[src/rtl/mac_shiftadd_core_if.sv]
// Operand/control/result bundle between the TT pin wrapper (master) and the
// shift-add MAC core (slave).
interface mac_shiftadd_core_if #(
  parameter int W     = 8,
  parameter int ACC_W = 2 * W + 4
);
  logic [W-1:0]     a_in;
  logic [W-1:0]     b_in;
  logic             start;
  logic             signed_mode;
  logic             acc_mode;
  logic             clear_acc;
  logic             busy;
  logic             done;
  logic [ACC_W-1:0] result;
  logic             overflow;

  modport master (
    output a_in, b_in, start, signed_mode, acc_mode, clear_acc,
    input  busy, done, result, overflow
  );

  modport slave (
    input  a_in, b_in, start, signed_mode, acc_mode, clear_acc,
    output busy, done, result, overflow
  );
endinterface

[src/rtl/mac_shiftadd_core.sv]
// Sequential shift-add multiplier with per-op signedness, fixed-point rescale
// (round half up) and a saturating/wrapping signed accumulator.
module mac_shiftadd_core #(
  parameter int W         = 8,
  parameter int FRAC_BITS = 0,
  parameter int ACC_W     = 2 * W + 4,
  parameter int SAT       = 1
) (
  input  logic                 clk,
  input  logic                 rst_n,
  input  logic                 ena,
  mac_shiftadd_core_if.slave   bus
);

  localparam int PW  = 2 * W + 2;
  localparam int CW  = $clog2(W + 1);
  localparam int HSH = (FRAC_BITS > 0) ? FRAC_BITS - 1 : 0;
  // Rounding offset 2^(FRAC_BITS-1), or zero when no rescale is requested.
  localparam logic signed [PW-1:0] HALF = PW'(FRAC_BITS > 0) << HSH;

  typedef enum logic [1:0] {
    S_IDLE = 2'd0,
    S_RUN  = 2'd1,
    S_POST = 2'd2,
    S_DONE = 2'd3
  } state_t;

  state_t               state;
  state_t               state_nxt;
  logic                 accept;
  logic                 clr_now;
  logic                 step;
  logic                 finish;

  logic [2*W-1:0]       mcand;
  logic [W-1:0]         mpr;
  logic [2*W-1:0]       prod;
  logic [CW-1:0]        cnt;
  logic                 sign;
  logic                 acc_mode_l;
  logic                 busy;
  logic                 done;
  logic [ACC_W-1:0]     result;
  logic                 overflow;

  logic signed [PW-1:0] mag_ext;
  logic signed [PW-1:0] p_wide;
  logic signed [PW-1:0] p_round;
  logic signed [ACC_W:0] p_ext;
  logic signed [ACC_W:0] acc_ext;
  logic signed [ACC_W:0] sum;
  logic                 sum_ovf;
  logic [ACC_W-1:0]     sat_val;

  function automatic logic [W-1:0] mag_of(input logic [W-1:0] x, input logic is_signed);
    // The most negative value maps onto itself, which is the correct unsigned magnitude.
    return (is_signed && x[W-1]) ? (~x + W'(1)) : x;
  endfunction

  // FSM state register
  always_ff @(posedge clk or negedge rst_n) begin
    if (!rst_n) begin
      state <= S_IDLE;
    end else begin
      state <= state_nxt;
    end
  end

  // FSM next state and per-edge action strobes
  always_comb begin
    state_nxt = state;
    accept    = 1'b0;
    clr_now   = 1'b0;
    step      = 1'b0;
    finish    = 1'b0;
    if (ena) begin
      case (state)
        S_IDLE, S_DONE: begin
          clr_now = bus.clear_acc;
          if (bus.start) begin
            accept    = 1'b1;
            state_nxt = S_RUN;
          end else begin
            state_nxt = state;
          end
        end
        S_RUN: begin
          step = 1'b1;
          if (cnt == CW'(W - 1)) begin
            state_nxt = S_POST;
          end else begin
            state_nxt = S_RUN;
          end
        end
        S_POST: begin
          finish    = 1'b1;
          state_nxt = S_DONE;
        end
        default: begin
          state_nxt = S_IDLE;
        end
      endcase
    end else begin
      state_nxt = state;
    end
  end

  // Sign application, rescale and accumulate/saturate of the finished product
  always_comb begin
    mag_ext = {2'b00, prod};
    p_wide  = sign ? -mag_ext : mag_ext;
    p_round = (p_wide + HALF) >>> FRAC_BITS;
    p_ext   = (ACC_W + 1)'(p_round);
    acc_ext = {result[ACC_W-1], result};
    sum     = acc_mode_l ? (acc_ext + p_ext) : p_ext;
    sum_ovf = sum[ACC_W] ^ sum[ACC_W-1];
    sat_val = sum[ACC_W] ? {1'b1, {(ACC_W-1){1'b0}}} : {1'b0, {(ACC_W-1){1'b1}}};
  end

  // Datapath registers and registered status outputs
  always_ff @(posedge clk or negedge rst_n) begin
    if (!rst_n) begin
      mcand      <= '0;
      mpr        <= '0;
      prod       <= '0;
      cnt        <= '0;
      sign       <= 1'b0;
      acc_mode_l <= 1'b0;
      busy       <= 1'b0;
      done       <= 1'b0;
      result     <= '0;
      overflow   <= 1'b0;
    end else if (ena) begin
      // Clear is applied before a same-edge start, so an accumulate op then sees zero.
      if (clr_now) begin
        result   <= '0;
        overflow <= 1'b0;
        done     <= 1'b0;
      end
      if (accept) begin
        mcand      <= {{W{1'b0}}, mag_of(bus.a_in, bus.signed_mode)};
        mpr        <= mag_of(bus.b_in, bus.signed_mode);
        sign       <= bus.signed_mode & (bus.a_in[W-1] ^ bus.b_in[W-1]);
        acc_mode_l <= bus.acc_mode;
        prod       <= '0;
        cnt        <= '0;
        busy       <= 1'b1;
        done       <= 1'b0;
      end
      if (step) begin
        if (mpr[0]) begin
          prod <= prod + mcand;
        end
        mpr   <= {1'b0, mpr[W-1:1]};
        mcand <= {mcand[2*W-2:0], 1'b0};
        cnt   <= cnt + CW'(1);
      end
      if (finish) begin
        if (sum_ovf) begin
          overflow <= 1'b1;
          result   <= (SAT != 0) ? sat_val : sum[ACC_W-1:0];
        end else begin
          result   <= sum[ACC_W-1:0];
        end
        busy <= 1'b0;
        done <= 1'b1;
      end
    end
  end

  assign bus.busy     = busy;
  assign bus.done     = done;
  assign bus.result   = result;
  assign bus.overflow = overflow;

endmodule

[src/flat_wrapper.sv]
// flat-port wrapper written by rule: the top's interface ports become plain ports
module mac_shiftadd_core_flat 
#(
  parameter int W         = 8,
  parameter int FRAC_BITS = 0,
  parameter int ACC_W     = 2 * W + 4,
  parameter int SAT       = 1
)
  (clk, rst_n, ena, bus_a_in, bus_b_in, bus_start, bus_signed_mode, bus_acc_mode, bus_clear_acc, bus_busy, bus_done, bus_result, bus_overflow);
  mac_shiftadd_core_if #(.W(W), .ACC_W(ACC_W)) bus_i ();
  input  logic clk;
  input  logic rst_n;
  input  logic ena;
  input wire logic [$bits(bus_i.a_in)-1:0] bus_a_in;
  input wire logic [$bits(bus_i.b_in)-1:0] bus_b_in;
  input wire logic [$bits(bus_i.start)-1:0] bus_start;
  input wire logic [$bits(bus_i.signed_mode)-1:0] bus_signed_mode;
  input wire logic [$bits(bus_i.acc_mode)-1:0] bus_acc_mode;
  input wire logic [$bits(bus_i.clear_acc)-1:0] bus_clear_acc;
  output wire logic [$bits(bus_i.busy)-1:0] bus_busy;
  output wire logic [$bits(bus_i.done)-1:0] bus_done;
  output wire logic [$bits(bus_i.result)-1:0] bus_result;
  output wire logic [$bits(bus_i.overflow)-1:0] bus_overflow;
  assign bus_i.a_in = bus_a_in;
  assign bus_i.b_in = bus_b_in;
  assign bus_i.start = bus_start;
  assign bus_i.signed_mode = bus_signed_mode;
  assign bus_i.acc_mode = bus_acc_mode;
  assign bus_i.clear_acc = bus_clear_acc;
  assign bus_busy = bus_i.busy;
  assign bus_done = bus_i.done;
  assign bus_result = bus_i.result;
  assign bus_overflow = bus_i.overflow;
  mac_shiftadd_core #(.W(W), .FRAC_BITS(FRAC_BITS), .ACC_W(ACC_W), .SAT(SAT)) u_core (.clk(clk), .rst_n(rst_n), .ena(ena), .bus(bus_i));
endmodule
[config.mk]
export PLATFORM = sky130hd
export DESIGN_NAME = mac_shiftadd_core_flat
export DESIGN_NICKNAME = d
export VERILOG_FILES = /design/src/rtl/mac_shiftadd_core_if.sv /design/src/rtl/mac_shiftadd_core.sv /design/src/flat_wrapper.sv
export SDC_FILE = /design/constraint.sdc
export NUM_CORES = 1
export LEC_CHECK = 0
export BUFFER_PORTS_ARGS = -buffer_cell sky130_fd_sc_hd__buf_2
export CORE_MARGIN = 2
export CORE_UTILIZATION = 44
export CTS_CLUSTER_DIAMETER = 80
export DETAILED_ROUTE_END_ITERATION = 8
export PLACE_DENSITY = 0.68
export SYNTH_ARGS = -nofsm -noshare
export SYNTH_HDL_FRONTEND = slang
export SYNTH_SLANG_ARGS = --single-unit
[constraint.sdc]
create_clock -name clk -period 4.5 [get_ports clk]
set_input_delay 0.45 -clock clk [delete_from_list [all_inputs] [get_ports clk]]
set_output_delay 0.45 -clock clk [all_outputs]
set_load 0.005 [all_outputs]
==> metrics.sh <==
YOSYSWARNINGS=0
PATH_CELLS='or4_1 -> or3_4 -> o41ai_2 -> xnor2_1 -> ha_1 -> a21oi_2 -> o21ai_2 -> a221o_1 -> a2111oi_4 -> o21ai_0 -> mux2i_1 -> a21oi_2 -> buf_4 -> a32o_1'
DATA_ARRIVAL_TIME_OF_THE_CRITICAL_PATH_NS=4.43
RSZ0062_AT_GRT='no'
DRCVIOLATIONCOUNT=0
NETLIST_INSTANCES=653
SHARE_COMB_OF_TOTAL_POWER_PCT=50.4
SYNTH_SEQ_CELLS=71
NETLIST-CELL-TYPE-COUNT=65
GLOBALROUTEOVERFLOWTOTAL=0
CPLARGESTDELAYFAMILY='compound AO/OA/AOI/OAI gates'
GRT_PASS1_VIAS=4714
SEQ_AREA_SQ_MM=0.00178
ANTENNA_VIOLATING_NETS_POST_ROUTE=0
GRTUSAGETOTAL_PCT=20.7
WORST_PATH_MOST_REPEATED_CELL='a21oi_2'
UTILIZATION_PCT=51.9
SYNTHTOPCELLSBYAREA='dfrtp_1 (32%), ha_1 (9.9%), xnor2_1 (5.1%), o21ai_0 (4.8%), a21oi_1 (4.6%)'
CELLINTERNALPOWER_mW=2.04
WORST_PIN_SLEW_NS=1.01
DRT_WL_TOTAL_MM=13.2
CORE_AREA_SQ_MM=0.0122
POWER_LEAKAGE_nW=3.00
PIN_COUNT_OF_THE_BIGGEST_NET_ENTERING_GLOBAL_ROUTING=43
DETAILROUTE.VIA_COUNT=4931
GRT.MET2_USAGE_PCT=35.5
IR_DROP_mV=0.255
NUM-FILL-CELLS=1128
CRITICAL_PATH_PEAK_FANOUT=19
POWER.SWITCHING_mW=1.45
CTS_ROOT_BUFFER='clkbuf_16'
CRITICAL_PATH_CLASS='reg -> reg'
POST-SYNTH-TOP-COUNT-CELL='dfrtp_1'
SYN-CELL-AREA_SQ_MM=0.00554
WORSTSETUPENDPOINTTYPE='flop'
MIN_PERIOD_OVER_PERIOD_PCT=93.4
WORST_HOLD_SLACK_NS=0.252
OUTCOME='finished clean'
FLOORPLAN.INITIALDENSITY_PCT=45.6
MAXSLEWVIOLCOUNT=0
DOMINANTREGCELLSYNTH='dfrtp_1'
MAX-CLOCK-PATH-BUFFERS=2
DRT-WIRELENGTH-PER-CELL_UM=15.1
DIE_X_UM=116
SYNTH.YOSYS.SEQ_AREA_SHARE_PCT=32.1
POWER.SHARE.SEQUENTIAL_PCT=27.9
MULTIINPUTGATEAREA_SQ_MM=0.00356
POST_SYNTHESIS_CELL_TYPE_WITH_THE_LARGEST_COMBINED_AREA='dfrtp_1'
DRV_CAP=0
FMAX_MHz=238
NUMBER_OF_ENABLE_TYPE_REGISTER_CELLS_IN_THE_SYNTHESIZED_NETLIST=0
TIMING.FINAL.HOLD_VIOLATIONS=0
FINALWORSTSETUPSLACK_NS=0.298
CRITICAL_PATH_BUF_INV_COUNT=1
FLOORPLAN.DIE.HEIGHT_UM=116
HPWLAFTERDP_MM=9.94
FIRST_ITER_VIOLATIONS=328
PD_CELLS_mW_PER_MM2=553
CTS_TREE='done'
CRIT_PATH_TOP_DELAY_CELL='or4_1'
CLOCK-SINKS=71
YOSYS-TOP-CELLS-COUNT='dfrtp_1 (71), nand2_1 (68), o21ai_0 (53), a21oi_1 (51), nor2_1 (48)'
GRT_UTIL_MET3_PCT=3.53
SWSHARE_PCT=41.7
PORTION_OF_SYNTHESIZED_CELL_AREA_OCCUPIED_BY_THE_LEADING_CELL_TYPE_PCT=32.1
FIN_SKEW_NS=0.00742
ANTENNA_FOUND_INITIAL=0
P_CLK_SHARE_PCT=21.7
CLK_LATENCY_NS=0.34
PORT-BUFFER-COUNT=45
DIODES=0
TOTAL_POWER_mW=3.49
PLACE.GP.CONGESTION=0.866
DIE-AREA_SQ_MM=0.0135
REPORT.FINAL.SETUP_VIOL=0
DESIGN.FINAL.NETS=768
POSTSYNTHNETCOUNT=722
MAX-SLEW-MARGIN-REL_PCT=32.7
PLACE_WORST_SETUP_SLACK_NS=0.207
CTS_MADE_BUFFERS=9
AREA.GROWTH.SYNTH_TO_FINAL_PCT=13.9
CPPEAKSTAGEDELAY_NS=0.58
DRIVE_ABOVE_1_SHARE_PCT=13.6
TIMING.FINAL.CRIT_PERIOD_NS=4.20
MET1_USAGE_PCT=26.8
GLOBAL_ROUTE_WIRE_LENGTH_BEFORE_REPAIR_MM=22.3
CORE.ROWCOUNT=40
WORST_EP_REQUIRED_TIME_NS=4.73
VIASPERCELL=5.65
FINALSETUPTNS_NS=0
DRTPASS1ITERATIONS=5
HTREE_LEVELS=3
DESIGN.PORTCOUNT=46
START_KIND='flop'
ASYNCSETRESETFLOPFRACSYNTH_PCT=100
CLK_PIN_SLEW_NS=0.06
AVGSYNTHCELLAREA_SQ_UM=8.48
HOLDCRITPATHCLASS='in -> async'
GRT_MOST_USED_LAYER='met2'
==> cell families after synthesis <==
kind of cell / count (synthesis) / synth area share [%]
compound gates: 214 / 25.7
xor+xnor: 50 / 7.90
fa+ha+maj: 46 / 10.7
buf+inv: 50 / 3.82
flops: 71 / 32.1
mux: 6 / 1.33
simple gates: 216 / 18.5
==> final cells by class <==
| type | instances | area share, % |
|---|---|---|
| Sequential cell | 71 | 28.1 |
| Tap cell | 168 | 3.33 |
| Clock buffer | 9 | 3.57 |
| Timing Repair Buffer | 61 | 5.67 |
| Inverter | 24 | 1.43 |
| Clock inverter | 7 | 1.39 |
| Multi-Input combinational cell | 532 | 56.5 |
==> through the flow <==
step / std cells / area [sq um]
2_1_floorplan: 653 / 5540
3_3_place_gp: 856 / 5990
3_5_place_dp: 856 / 5990
4_1_cts: 872 / 6300
5_1_grt: 872 / 6310
6_report: 872 / 6310
==> cells in the final DEF (no fill, tap or decap), types with 3 or more instances in the layout <==
cell type	Yosys	layout
clkinv_2	0	4
clkbuf_16	0	9
o21ai_0	53	53
xnor2_1	32	32
nand2_1	68	68
ha_1	44	44
nor2b_1	13	13
nor3_1	14	14
mux2i_1	4	4
a22o_1	20	20
buf_4	1	15
nand3_1	33	33
o31ai_1	8	8
xor2_1	18	18
nor2_1	48	48
a21o_1	12	12
nand2b_1	8	8
and3_1	5	5
nand4_1	3	3
buf_2	1	45
a21oi_1	51	51
inv_1	24	24
dfrtp_1	71	71
or2_2	3	3
a32o_1	8	8
a31oi_1	24	24
a211oi_1	4	4
a21oi_2	3	3
or3_1	7	6
o211ai_1	6	6
==> sequential cells by signal, indices dropped and copies added (netlist names), 2 cells and up <==
name,count
u_core.mcand,16
u_core.state,2
u_core.prod,16
u_core.mpr,8
u_core.bus.result,20
u_core.cnt,4
==> routing by layer <==
metal | up-vias | part of all wire, % | wire length [um]
met5 | - | 0 | 0
li1 | 2496 | - | -
met1 | 2340 | 48 | 6320
met4 | 0 | 1.2 | 158
met2 | 82 | 48 | 6350
met3 | 13 | 2.8 | 369
==> path summary, 6_finish.rpt <==
path / startpoint / to / slack [ns] / depth (start not counted)
worst max-delay path: u_core.prod[7] / u_core.bus.result[17] / 0.30 / 14
worst min-delay path: rst_n / u_core.bus.result[16] / 0.25 / 1
worst max register to register: u_core.prod[7] / u_core.bus.result[17] / 0.30 / 14
worst min register to register: u_core.bus.done / u_core.bus.done / 0.48 / 2
max in group asynchronous: rst_n / u_core.mcand[12] / 3.29 / 2
min in group clk: bus_acc_mode / u_core.acc_mode_l / 0.31 / 3
==> power by group through the flow <==
stage | clock network, mW | logic, mW | registers, mW
6_report | 0.758 | 1.76 | 0.975
2_1_floorplan | 0 | 1.32 | 0.946
4_1_cts | 0.779 | 1.74 | 0.972
3_5_place_dp | 0 | 1.74 | 0.983
5_1_grt | 0.808 | 1.99 | 1.00
3_3_place_gp | 0 | 1.68 | 0.974
==> what timing repair did <==
item | in CTS | in global routing
resized for setup | 0 | 2
buffers inserted | 0 | 0
hold buffers | 0 | 0
endpoints found under the setup margin | 0 | 19
No activity file was read; power rests on OpenSTA's default activity.
